--- config.mk ---
export PLATFORM = sky130hd
export DESIGN_NAME = risc_v_mike_reg_file_sb_flat
export DESIGN_NICKNAME = d
export VERILOG_FILES = /design/src/rtl/risc_v_mike_pkg.sv /design/src/rtl/risc_v_mike_reg_file_sb_if.sv /design/src/rtl/risc_v_mike_rf_scoreboard.sv /design/src/rtl/risc_v_mike_reg_file_sb.sv /design/src/flat_wrapper.sv
export SDC_FILE = /design/constraint.sdc
export NUM_CORES = 2
export LEC_CHECK = 0
export CAP_MARGIN = 30
export CORE_MARGIN = 3
export CORE_UTILIZATION = 35
export DETAILED_ROUTE_END_ITERATION = 10
export SYNTH_ARGS = -nofsm -noshare
export SYNTH_HDL_FRONTEND = slang
export SYNTH_SLANG_ARGS = --single-unit
--- constraint.sdc ---
create_clock -name clk -period 8.1 [get_ports clk]
set_input_delay 2.43 -clock clk [delete_from_list [all_inputs] [get_ports clk]]
set_output_delay 2.43 -clock clk [all_outputs]
set_load 0.02 [all_outputs]
--- src/rtl/risc_v_mike_pkg.sv ---
`default_nettype none
// ============================================================================
// Module   : risc_v_mike_pkg
// Brief    : Shared widths and types for the risc_v_mike core: data width,
//            RV32 register-file depth, register address type and the
//            write-port bundle used by the integer register file.
// Revision : 1.0 - initial release
// ============================================================================
package risc_v_mike_pkg;

    localparam int DATA_32_W          = 32;
    localparam int REG_FILE_DEPTH_RV32 = 32;
    localparam int REG_ADDR_W         = $clog2(REG_FILE_DEPTH_RV32);

    typedef logic [REG_ADDR_W-1:0] t_register_addr;

    // One register-file write port: enable, destination and data.
    typedef struct packed {
        logic                 we;
        t_register_addr       waddr;
        logic [DATA_32_W-1:0] wdata;
    } t_rf_wr_port;

endpackage
`default_nettype wire

--- src/rtl/risc_v_mike_reg_file_sb_if.sv ---
`default_nettype none
// ============================================================================
// Module   : risc_v_mike_reg_file_sb_if
// Brief    : Bundle of read, write and scoreboard signals between the
//            pipeline (master) and the integer register file (slave).
// Revision : 1.0 - initial release
// ============================================================================
interface risc_v_mike_reg_file_sb_if
    import risc_v_mike_pkg::*;
#(
    parameter int DATA_W       = DATA_32_W,
    parameter int ADDR_W       = REG_ADDR_W,
    parameter int NUM_RD_PORTS = 2
);

    logic [NUM_RD_PORTS-1:0][ADDR_W-1:0] rd_addr;
    logic [NUM_RD_PORTS-1:0][DATA_W-1:0] rd_data;
    logic [NUM_RD_PORTS-1:0]             rd_busy;

    logic                                alu_we;
    logic [ADDR_W-1:0]                   alu_waddr;
    logic [DATA_W-1:0]                   alu_wdata;

    logic                                mem_we;
    logic [ADDR_W-1:0]                   mem_waddr;
    logic [DATA_W-1:0]                   mem_wdata;

    logic                                sb_set;
    logic [ADDR_W-1:0]                   sb_set_addr;

    logic [ADDR_W:0]                     pending_cnt;
    logic                                sb_err;

    // Pipeline side: drives addresses, write ports and scoreboard set.
    modport master (
        output rd_addr,
        output alu_we, alu_waddr, alu_wdata,
        output mem_we, mem_waddr, mem_wdata,
        output sb_set, sb_set_addr,
        input  rd_data, rd_busy, pending_cnt, sb_err
    );

    // Register-file side.
    modport slave (
        input  rd_addr,
        input  alu_we, alu_waddr, alu_wdata,
        input  mem_we, mem_waddr, mem_wdata,
        input  sb_set, sb_set_addr,
        output rd_data, rd_busy, pending_cnt, sb_err
    );

endinterface
`default_nettype wire

--- src/rtl/risc_v_mike_rf_scoreboard.sv ---
`default_nettype none
// ============================================================================
// Module   : risc_v_mike_rf_scoreboard
// Brief    : Per-register pending-load bits. Decode sets a bit when it issues
//            a load, load writeback clears it. Keeps a registered population
//            count and a sticky flag for hazards that escaped decode.
// Revision : 1.0 - initial release
// ============================================================================
module risc_v_mike_rf_scoreboard #(
    parameter int REG_FILE_DEPTH = 32,
    parameter int ADDR_W         = $clog2(REG_FILE_DEPTH)
) (
    input  wire logic                      clk,
    input  wire logic                      rst,
    input  wire logic                      i_sb_set,
    input  wire logic [ADDR_W-1:0]         i_sb_set_addr,
    input  wire logic                      i_mem_we,
    input  wire logic [ADDR_W-1:0]         i_mem_waddr,
    input  wire logic                      i_alu_we,
    input  wire logic [ADDR_W-1:0]         i_alu_waddr,
    output logic      [REG_FILE_DEPTH-1:0] o_sb_bits,
    output logic      [ADDR_W:0]           o_pending_cnt,
    output logic                           o_sb_err
);

    localparam int c_CNT_W = ADDR_W + 1;

    logic [REG_FILE_DEPTH-1:0] r_bits;
    logic [c_CNT_W-1:0]        r_cnt;
    logic                      r_err;

    logic [REG_FILE_DEPTH-1:0] w_set;
    logic [REG_FILE_DEPTH-1:0] w_clr;
    logic [REG_FILE_DEPTH-1:0] w_next;
    logic [c_CNT_W-1:0]        w_cnt;
    logic                      w_set_nz;
    logic                      w_mem_nz;
    logic                      w_alu_nz;
    logic                      w_err_now;

    // Next bit vector (set beats clear on the same address) and its popcount.
    always_comb begin
        w_set    = '0;
        w_clr    = '0;
        w_set_nz = i_sb_set && (i_sb_set_addr != '0);
        w_mem_nz = i_mem_we && (i_mem_waddr != '0);
        if (w_set_nz) begin
            w_set[i_sb_set_addr] = 1'b1;
        end
        if (w_mem_nz) begin
            w_clr[i_mem_waddr] = 1'b1;
        end
        w_next    = (r_bits & ~w_clr) | w_set;
        w_next[0] = 1'b0;
        w_cnt     = '0;
        for (int i = 0; i < REG_FILE_DEPTH; i++) begin
            w_cnt = w_cnt + c_CNT_W'(w_next[i]);
        end
    end

    // Hazards the pipeline should never produce; a load re-issued to a
    // register whose outstanding load retires this same cycle is legal.
    always_comb begin
        w_alu_nz  = i_alu_we && (i_alu_waddr != '0);
        w_err_now = 1'b0;
        if (w_alu_nz && w_mem_nz && (i_alu_waddr == i_mem_waddr)) begin
            w_err_now = 1'b1;
        end
        if (w_set_nz && r_bits[i_sb_set_addr] &&
            !(w_mem_nz && (i_mem_waddr == i_sb_set_addr))) begin
            w_err_now = 1'b1;
        end
        if (w_mem_nz && !r_bits[i_mem_waddr]) begin
            w_err_now = 1'b1;
        end
        if (w_alu_nz && r_bits[i_alu_waddr]) begin
            w_err_now = 1'b1;
        end
    end

    // Scoreboard state, pending count and sticky error.
    always_ff @(posedge clk) begin
        if (rst) begin
            r_bits <= '0;
            r_cnt  <= '0;
            r_err  <= 1'b0;
        end else begin
            r_bits <= w_next;
            r_cnt  <= w_cnt;
            r_err  <= r_err | w_err_now;
        end
    end

    assign o_sb_bits     = r_bits;
    assign o_pending_cnt = r_cnt;
    assign o_sb_err      = r_err;

endmodule
`default_nettype wire

--- src/rtl/risc_v_mike_reg_file_sb.sv ---
`default_nettype none
// ============================================================================
// Module   : risc_v_mike_reg_file_sb
// Brief    : Integer register file with two write ports (ALU, load), x0 tied
//            to zero, optional write-to-read bypass and a pending-load
//            scoreboard for load-use hazard detection.
//            The write-port bundle is the shared RV32 struct, so DATA_W and
//            ADDR_W must not exceed DATA_32_W and REG_ADDR_W.
// Revision : 1.0 - initial release
// ============================================================================
module risc_v_mike_reg_file_sb
    import risc_v_mike_pkg::*;
#(
    parameter int DATA_W         = DATA_32_W,
    parameter int REG_FILE_DEPTH = REG_FILE_DEPTH_RV32,
    parameter int ADDR_W         = $clog2(REG_FILE_DEPTH),
    parameter int NUM_RD_PORTS   = 2,
    parameter int BYPASS_EN      = 1
) (
    input wire logic                   clk,
    input wire logic                   rst,
    risc_v_mike_reg_file_sb_if.slave   rf_if
);

    localparam int c_ALU_PORT = 0;
    localparam int c_MEM_PORT = 1;

    t_rf_wr_port [1:0]                         w_wr;
    logic [REG_FILE_DEPTH-1:0][DATA_W-1:0]     w_regs;
    logic [REG_FILE_DEPTH-1:0]                 w_sb_bits;

    // Pack both writeback ports into the shared write-port struct.
    always_comb begin
        w_wr[c_ALU_PORT].we    = rf_if.alu_we;
        w_wr[c_ALU_PORT].waddr = t_register_addr'(rf_if.alu_waddr);
        w_wr[c_ALU_PORT].wdata = DATA_32_W'(rf_if.alu_wdata);
        w_wr[c_MEM_PORT].we    = rf_if.mem_we;
        w_wr[c_MEM_PORT].waddr = t_register_addr'(rf_if.mem_waddr);
        w_wr[c_MEM_PORT].wdata = DATA_32_W'(rf_if.mem_wdata);
    end

    // x0 has no storage.
    assign w_regs[0] = '0;

    for (genvar i = 1; i < REG_FILE_DEPTH; i++) begin : g_reg
        logic [DATA_W-1:0] r_q;
        logic              w_alu_hit;
        logic              w_mem_hit;

        assign w_alu_hit = w_wr[c_ALU_PORT].we && (w_wr[c_ALU_PORT].waddr == t_register_addr'(i));
        assign w_mem_hit = w_wr[c_MEM_PORT].we && (w_wr[c_MEM_PORT].waddr == t_register_addr'(i));

        // Register storage; load data wins over ALU data on a collision.
        always_ff @(posedge clk) begin
            if (rst) begin
                r_q <= '0;
            end else if (w_mem_hit) begin
                r_q <= w_wr[c_MEM_PORT].wdata[DATA_W-1:0];
            end else if (w_alu_hit) begin
                r_q <= w_wr[c_ALU_PORT].wdata[DATA_W-1:0];
            end
        end

        assign w_regs[i] = r_q;
    end

    for (genvar p = 0; p < NUM_RD_PORTS; p++) begin : g_rd
        logic [ADDR_W-1:0] w_addr;
        logic              w_nz;
        logic              w_byp_mem;
        logic              w_byp_alu;
        logic [DATA_W-1:0] w_data;
        logic              w_busy;

        assign w_addr = rf_if.rd_addr[p];

        // Read mux: bypass the in-flight write (load first), else flop value;
        // a load retiring this cycle masks busy because its data is forwarded.
        always_comb begin
            w_nz      = (w_addr != '0);
            w_byp_mem = (BYPASS_EN != 0) && w_nz && w_wr[c_MEM_PORT].we &&
                        (w_wr[c_MEM_PORT].waddr == t_register_addr'(w_addr));
            w_byp_alu = (BYPASS_EN != 0) && w_nz && w_wr[c_ALU_PORT].we &&
                        (w_wr[c_ALU_PORT].waddr == t_register_addr'(w_addr));
            w_data    = '0;
            w_busy    = 1'b0;
            if (!rst) begin
                if (w_byp_mem) begin
                    w_data = w_wr[c_MEM_PORT].wdata[DATA_W-1:0];
                end else if (w_byp_alu) begin
                    w_data = w_wr[c_ALU_PORT].wdata[DATA_W-1:0];
                end else begin
                    w_data = w_regs[w_addr];
                end
                w_busy = w_sb_bits[w_addr] && !w_byp_mem;
            end
        end

        assign rf_if.rd_data[p] = w_data;
        assign rf_if.rd_busy[p] = w_busy;
    end

    risc_v_mike_rf_scoreboard #(
        .REG_FILE_DEPTH (REG_FILE_DEPTH),
        .ADDR_W         (ADDR_W)
    ) u_scoreboard (
        .clk           (clk),
        .rst           (rst),
        .i_sb_set      (rf_if.sb_set),
        .i_sb_set_addr (rf_if.sb_set_addr),
        .i_mem_we      (rf_if.mem_we),
        .i_mem_waddr   (rf_if.mem_waddr),
        .i_alu_we      (rf_if.alu_we),
        .i_alu_waddr   (rf_if.alu_waddr),
        .o_sb_bits     (w_sb_bits),
        .o_pending_cnt (rf_if.pending_cnt),
        .o_sb_err      (rf_if.sb_err)
    );

endmodule
`default_nettype wire

--- src/flat_wrapper.sv ---
// flat-port wrapper written by rule: the top's interface ports become plain ports
module risc_v_mike_reg_file_sb_flat import risc_v_mike_pkg::*;
#(
    parameter int DATA_W         = DATA_32_W,
    parameter int REG_FILE_DEPTH = REG_FILE_DEPTH_RV32,
    parameter int ADDR_W         = $clog2(REG_FILE_DEPTH),
    parameter int NUM_RD_PORTS   = 2,
    parameter int BYPASS_EN      = 1
)
  (clk, rst, rf_if_rd_addr, rf_if_alu_we, rf_if_alu_waddr, rf_if_alu_wdata, rf_if_mem_we, rf_if_mem_waddr, rf_if_mem_wdata, rf_if_sb_set, rf_if_sb_set_addr, rf_if_rd_data, rf_if_rd_busy, rf_if_pending_cnt, rf_if_sb_err);
  risc_v_mike_reg_file_sb_if #(.DATA_W(DATA_W), .ADDR_W(ADDR_W), .NUM_RD_PORTS(NUM_RD_PORTS)) rf_if_i ();
  input wire logic clk;
  input wire logic rst;
  input wire logic [$bits(rf_if_i.rd_addr)-1:0] rf_if_rd_addr;
  input wire logic [$bits(rf_if_i.alu_we)-1:0] rf_if_alu_we;
  input wire logic [$bits(rf_if_i.alu_waddr)-1:0] rf_if_alu_waddr;
  input wire logic [$bits(rf_if_i.alu_wdata)-1:0] rf_if_alu_wdata;
  input wire logic [$bits(rf_if_i.mem_we)-1:0] rf_if_mem_we;
  input wire logic [$bits(rf_if_i.mem_waddr)-1:0] rf_if_mem_waddr;
  input wire logic [$bits(rf_if_i.mem_wdata)-1:0] rf_if_mem_wdata;
  input wire logic [$bits(rf_if_i.sb_set)-1:0] rf_if_sb_set;
  input wire logic [$bits(rf_if_i.sb_set_addr)-1:0] rf_if_sb_set_addr;
  output wire logic [$bits(rf_if_i.rd_data)-1:0] rf_if_rd_data;
  output wire logic [$bits(rf_if_i.rd_busy)-1:0] rf_if_rd_busy;
  output wire logic [$bits(rf_if_i.pending_cnt)-1:0] rf_if_pending_cnt;
  output wire logic [$bits(rf_if_i.sb_err)-1:0] rf_if_sb_err;
  assign rf_if_i.rd_addr = rf_if_rd_addr;
  assign rf_if_i.alu_we = rf_if_alu_we;
  assign rf_if_i.alu_waddr = rf_if_alu_waddr;
  assign rf_if_i.alu_wdata = rf_if_alu_wdata;
  assign rf_if_i.mem_we = rf_if_mem_we;
  assign rf_if_i.mem_waddr = rf_if_mem_waddr;
  assign rf_if_i.mem_wdata = rf_if_mem_wdata;
  assign rf_if_i.sb_set = rf_if_sb_set;
  assign rf_if_i.sb_set_addr = rf_if_sb_set_addr;
  assign rf_if_rd_data = rf_if_i.rd_data;
  assign rf_if_rd_busy = rf_if_i.rd_busy;
  assign rf_if_pending_cnt = rf_if_i.pending_cnt;
  assign rf_if_sb_err = rf_if_i.sb_err;
  risc_v_mike_reg_file_sb #(.DATA_W(DATA_W), .REG_FILE_DEPTH(REG_FILE_DEPTH), .ADDR_W(ADDR_W), .NUM_RD_PORTS(NUM_RD_PORTS), .BYPASS_EN(BYPASS_EN)) u_core (.clk(clk), .rst(rst), .rf_if(rf_if_i));
endmodule
# After elaboration in Yosys (flattened, before gate mapping)
# Cells that the tools add are included.
# totals
regBits,1031
wordCells,362
out_inout_bits,73
in_bits,94
# classes
reduce_logical,124
n_addsub,30
eq_ne,68
n_mux,94
n_bitwise,4
n_lt_le_gt_ge,7
# ops
cell,n
32-bit 2-to-1 mux,72
32-bit binary-select mux with 5-bit select,2
5-bit == test (second input constant),32
6-bit by 1-bit adder with 6-bit output,25
1-bit logical AND,84
5-bit by 4-bit == test with 1-bit output (second input constant),16
2-bit nonzero test,31
5-bit by 3-bit == test with 1-bit output (second input constant),8
32-bit bitwise AND,1
32-bit NOT,1
32-bit OR,1
5-bit == test,6
5-bit by 6-bit < comparator with 1-bit output (second input constant),5
1-bit binary-select mux with 5-bit select,5
5-bit nonzero test,5
5-bit by 2-bit == test with 1-bit output (second input constant),4
1-bit 2-to-1 mux,13
1-bit demux with 5-bit select,2
5-bit by 1-bit == test with 1-bit output (second input constant),2
5-bit by 1-bit greater-or-equal comparator with 1-bit output (second input constant),2
5-bit by 1-bit adder with 6-bit output,1
4-bit by 1-bit adder with 5-bit output,1
3-bit by 1-bit adder with 4-bit output,1
1-bit logical NOT,4
other kinds (3),3

# Longest topological paths before layout
# logic_depth
word_depth,38
ltp_mapped,25
mapped_depth_nobuf,23

# Cells and area by module
# Synthesis repeated with hierarchy kept, for this count alone.
# unflattened
hier_cells,7131
area_unflattened_um2,65865.7
# by_module_without_submodules
module,instances,area_each_um2,cells_per_inst,seq_area_each_um2
risc_v_mike_reg_file_sb,1,62603.8,6790,19859.0
risc_v_mike_rf_scoreboard,1,3261.9,341,760.7

# Least setup slack after synthesis
# OpenSTA, ideal clock, no wires.
# synth_path
kind,input -> register
from,input port rf_if_sb_set_addr[0]
to,register u_core.u_scoreboard.r_cnt[4] (netlist: u_core.u_scoreboard.o_pending_cnt[4])
required_time_ps,7972
arrival_time_ps,7972
setup_ps,128
setup_slack_ps,1
path_buffers,3
cell_stages,24
path_cell_list,buf_1 > buf_2 > nor2_1 > and2_1 > clkbuf_1 > a22o_1 > fa_1 > inv_1 > fa_1 > fa_1 > inv_1 > fa_1 > inv_1 > fa_1 > fa_1 > inv_1 > fa_1 > inv_1 > fa_1 > inv_1 > a21o_1 > a21oi_1 > xor2_1 > nor2_1
# synth_between
elab_cells_between_ends,39
classes_between,add/sub (30); order compare (2); mux (3); bitwise (1); reduce/logical (3)
# synth_lines
item,line_no,source
from (decl),flat_wrapper.sv:22,input wire logic [$bits(rf_if_i.sb_set_addr)-1:0] rf_if_sb_set_addr;
5-bit by 6-bit < comparator with 1-bit output (not written as such) / 5-bit by 1-bit greater-or-equal comparator with 1-bit output (equally long branches),risc_v_mike_rf_scoreboard.sv:48,w_set[i_sb_set_addr] = 1'b1;
1-bit logical AND (not written as such),risc_v_mike_rf_scoreboard.sv:48,
1-bit 2-to-1 mux (not written as such),risc_v_mike_rf_scoreboard.sv:48,
1-bit demux with 5-bit select,risc_v_mike_rf_scoreboard.sv:48,
32-bit 2-to-1 mux (*),risc_v_mike_rf_scoreboard.sv:47,if (w_set_nz) begin
32-bit OR (*),risc_v_mike_rf_scoreboard.sv:53,w_next = (r_bits & ~w_clr) | w_set;
via u_core.u_scoreboard.w_next[24],risc_v_mike_rf_scoreboard.sv:34,logic [REG_FILE_DEPTH-1:0] w_next;
6-bit by 1-bit adder with 6-bit output (*) (8 in series),risc_v_mike_rf_scoreboard.sv:57,w_cnt = w_cnt + c_CNT_W'(w_next[i]);
to (signal assigned),risc_v_mike_rf_scoreboard.sv:89,r_cnt <= w_cnt;
to (decl),risc_v_mike_rf_scoreboard.sv:29,logic [c_CNT_W-1:0] r_cnt;
# The timed path passes the listed nets; every way through them passes the cells marked *.
# A chain may end at the register's enable or synchronous reset.

# Final worst setup path
# layout_path
from,input port rf_if_rd_addr[5]
to,output port rf_if_rd_data[33]
# layout_between
elab_chain_len,6
elab_cells_between_ends,12
classes_between,eq/ne (2); mux (5); reduce/logical (5)
# layout_rtl
item,line_no,source
from (decl),flat_wrapper.sv:14,input wire logic [$bits(rf_if_i.rd_addr)-1:0] rf_if_rd_addr;
"parallel branches: the longest is 4 deep, another holds 32-bit binary-select mux with 5-bit select",n/a,
32-bit 2-to-1 mux (*),risc_v_mike_reg_file_sb.sv:88,if (w_byp_mem) begin
32-bit 2-to-1 mux (*),risc_v_mike_reg_file_sb.sv:87,if (!rst) begin
to (decl),flat_wrapper.sv:23,output wire logic [$bits(rf_if_i.rd_data)-1:0] rf_if_rd_data;
# Mark *: on every way between the ends. The select of a mux whose other input is x is not followed.

==> results.yml <==
status:
  outcome: "complete, but fails checks"
  violations: "setup timing"
setup_path:
  cp_common_cell: "mux4_2"
  critPathMaxStageDelay_ns: 0.65
  path_cells: "buf_8 > buf_4 > mux4_2 > mux4_2 > o211ai_1 > nand2_1 > clkdlybuf4s50_1"
  endpoint: "rf_if_rd_data[33]"
  r2r_end: "u_core.u_scoreboard.o_pending_cnt[4]"
  crit_start: "rf_if_rd_addr[5]"
  critPathMaxFanout: 32
  startpoint_type: "primary input"
  r2r_setup_slack_ns: 2.67
  r2r.worst_path.cells: 19
  r2r_start: "u_core.u_scoreboard.o_sb_bits[22]"
  criticalPathCategory: "in -> out"
  critPathArrivalTime_ns: 5.75
  cp_slowest_cell: "clkdlybuf4s50_1"
  cp_data_required_time_ns: 5.67
  cp-end-kind: "output port"
final_layout:
  seqCellArea_mm2: 0.02062
  multiInputGateArea_mm2: 0.04105
  nets: 6662
  design_area_mm2: 0.07511
  fill_cells: 17690
  drive_above_1_share_pct: 20.83
  synthToLayoutAreaGrowth_pct: 14.83
  instances_no_fill: 9113
routing:
  drtIter0Drc: 8539
  drt-total-wl_mm: 301.1
  dr_total_vias: 59820
  post_drt_wl_per_cell_um: 33.04
  via_per_inst: 6.564
  drc: 0
  firstDrtPassIters: 6
  drtAntennaViolNets: 0
sta:
  report.final.hold_viol_count: 0
  slew_violations: 0
  relSlewSlack_pct: 13.64
  fin_setup_tns_ns: -0.09322
  finalClockSkew_ns: 0.01901
  whs_ns: 0.5027
  setup_viol: 2
  clock.fmax_ghz: 0.1223
  final.min_clock_period_ns: 8.178
  finalWorstSetupSlack_ns: -0.07774
  tightest_slew_ns: 1.295
  final.period_utilization_pct: 101.0
yosys:
  synthTopCellsByArea: "dfxtp_1, mux4_2, mux2i_1"
  synth_top_area_share_pct: 31.52
  async_flop_share_pct: 0
  synth_ff_type: "dfxtp_1"
  synth_area_mm2: 0.06541
  yosysWarnings: 0
  ys_types: 69
  ys_ff_latch: 1030
  avgSynthCellArea_um2: 9.718
  ys_seq_area_share_pct: 31.52
  synth_edf_count: 0
  synth_nets: 6855
  synth_top_cell_by_area: "dfxtp_1"
  syn_inst: 6731
floorplan:
  die_w_um: 438.3
  die_h_um: 438.3
  dieArea_mm2: 0.1921
  fp.coreArea_mm2: 0.1856
  io_pins: 167
  std_cell_rows: 158
  start_util_pct: 35.24
clock_tree:
  numCtsBuffers: 114
  root_buffer: "clkbuf_16"
  path_clk_slew_ns: 0.06
  cts_setup_buffers: 0
  clock_latency_ns: 0.73
  cts_tree: "yes"
  cts_buffer_depth: 3
  h-tree-depth: 3
  cts_sinks: 1030
pwr:
  power.density_mw_per_mm2: 165.8
  power_mw: 12.45
  ir_worst_vdd_mv: 0.1985
  leakagePower_nw: 26.88
global_routing:
  grt_pass1_vias: 57250
  grt-ovfl-total: 0
  antenna_found_initial: 14
  grt_start_max_net_pins: 212
  grt_usage_pct: 30.27
  grt_pass1_wl_mm: 427.1
placed_design:
  dpl_cell_area_mm2: 0.07112
  gp_congestion: 1.006
  place_hpwl_mm: 187.7
  dp_cells: 8896
  port_buffers: 166
flow_run:
  cap_violations: 0
min_path:
  hold_class: "reg -> reg"
[placed cells by master, fill, tap and decap left out, types with 15 or more instances in the layout]
cell             count
nor3_1              20
nor2_4              17
nor2_1            1102
clkbuf_1            29
mux2_2              90
inv_1               29
dfxtp_1           1030
buf_16              18
clkbuf_16          114
a22oi_1             93
nand2_4             39
a21oi_1            104
a211oi_1           919
a31oi_1             25
xnor2_1             18
nand2_1            151
buf_12              65
o21ai_0             51
clkinv_2            16
nor2b_1             57
clkdlybuf4s50_1    119
a311oi_1           101
mux4_2             497
fa_1                23
o2bb2ai_1           15
o22ai_1             41
a22o_1              57
clkbuf_8            24
mux2i_1            987
buf_4              434
nand3_1            104
[Yosys cell counts, drive strengths merged, types with 15 or more instances]
| cell type | count |
|---|---|
| o2bb2ai | 15 |
| a22o | 57 |
| nand2 | 193 |
| a2111oi | 16 |
| xnor2 | 18 |
| nor3 | 26 |
| mux2i | 987 |
| dfxtp | 1030 |
| nand3 | 105 |
| nor2 | 1121 |
| a211oi | 919 |
| mux2 | 90 |
| buf | 316 |
| clkbuf | 640 |
| inv | 30 |
| o22ai | 42 |
| nand2b | 15 |
| mux4 | 497 |
| a31oi | 25 |
| o21ai | 65 |
| nor2b | 63 |
| a21oi | 104 |
| a22oi | 93 |
| a311oi | 101 |
| fa | 23 |
[critical path: cells and delay by family]
kind | cells | cell delay (ns)
buf+inv | 3 | 1.43
mux | 2 | 1.04
simple gates | 1 | 0.39
compound gates | 1 | 0.38
[how the worst min path moves through the flow]
stage                     slack [ns]                     start                        to  depth (start not counted)
final                           0.50   u_core.g_reg[8].r_q[21]   u_core.g_reg[8].r_q[21]                          2
after detailed placement        0.48  u_core.g_reg[16].r_q[29]  u_core.g_reg[16].r_q[29]                          2
after global placement          0.48    u_core.g_reg[4].r_q[2]    u_core.g_reg[4].r_q[2]                          2
after global routing            0.52   u_core.g_reg[4].r_q[18]   u_core.g_reg[4].r_q[18]                          2
after floorplan                 0.47  u_core.g_reg[18].r_q[19]  u_core.g_reg[18].r_q[19]                          2
after CTS                       0.50   u_core.g_reg[4].r_q[19]   u_core.g_reg[4].r_q[19]                          2
[stage by stage]
step / util, % / setup WS [ns]
2_1_floorplan: - / 0.0009504
3_3_place_gp: 38.04 / -0.6226
3_5_place_dp: 38.32 / -0.4034
4_1_cts: 40.36 / 0.06227
5_1_grt: 40.46 / -0.03381
6_report: 40.46 / -0.07774
[sequential cells by signal, indices dropped and copies added, names as in the netlist]
| name | cells |
|---|---|
| u_core.u_scoreboard.o_pending_cnt | 6 |
| u_core.u_scoreboard.o_sb_err | 1 |
| u_core.g.r_q | 992 |
| u_core.u_scoreboard.o_sb_bits | 31 |
[logic make-up (layout without fill, tap and decap cells)]
| group | after synthesis | after routing | synth area share [%] |
|---|---|---|---|
| other | 0 | 7 | 0 |
| AND/OR/NAND/NOR | 1577 | 1577 | 9.973 |
| adder cells (fa/ha/maj) | 30 | 30 | 0.8378 |
| flip-flops | 1030 | 1030 | 31.52 |
| XOR/XNOR | 31 | 31 | 0.4151 |
| buffers and inverters | 991 | 886 | 6.574 |
| AO/OA/AOI/OAI | 1498 | 1498 | 16.91 |
| multiplexers | 1574 | 1574 | 33.76 |
[final cells by class]
class | count | area share (%)
diodes | 7 | 0.02332
well taps | 2480 | 4.131
flip-flops and latches | 1030 | 27.45
clock inverters | 39 | 0.7113
inverters | 35 | 0.1749
multi-input cells | 4710 | 54.66
clock buffers | 165 | 4.346
repair buffers | 647 | 8.505
[layer usage]
layer	part of all wire [%]	routed length, um	vias to the layer above	global-route usage (%)
li1	-	-	24950	-
met1	37	111300	29710	37.78
met2	43	129500	4048	45.10
met3	11	34400	1112	7.960
met4	8.6	25870	4	21.91
met5	0.0083	25	-	0
[timing repair]
item                       CTS  global route
hold buffers                 0             0
resized for setup            0             8
setup endpoints to repair    0             8
[power breakdown]
group / internal [mW] / switching, mW
clock network: 3.05 / 2.38
logic: 0.635 / 1.12
registers: 5.17 / 0.0847
Power figures use the tool's default switching activity.
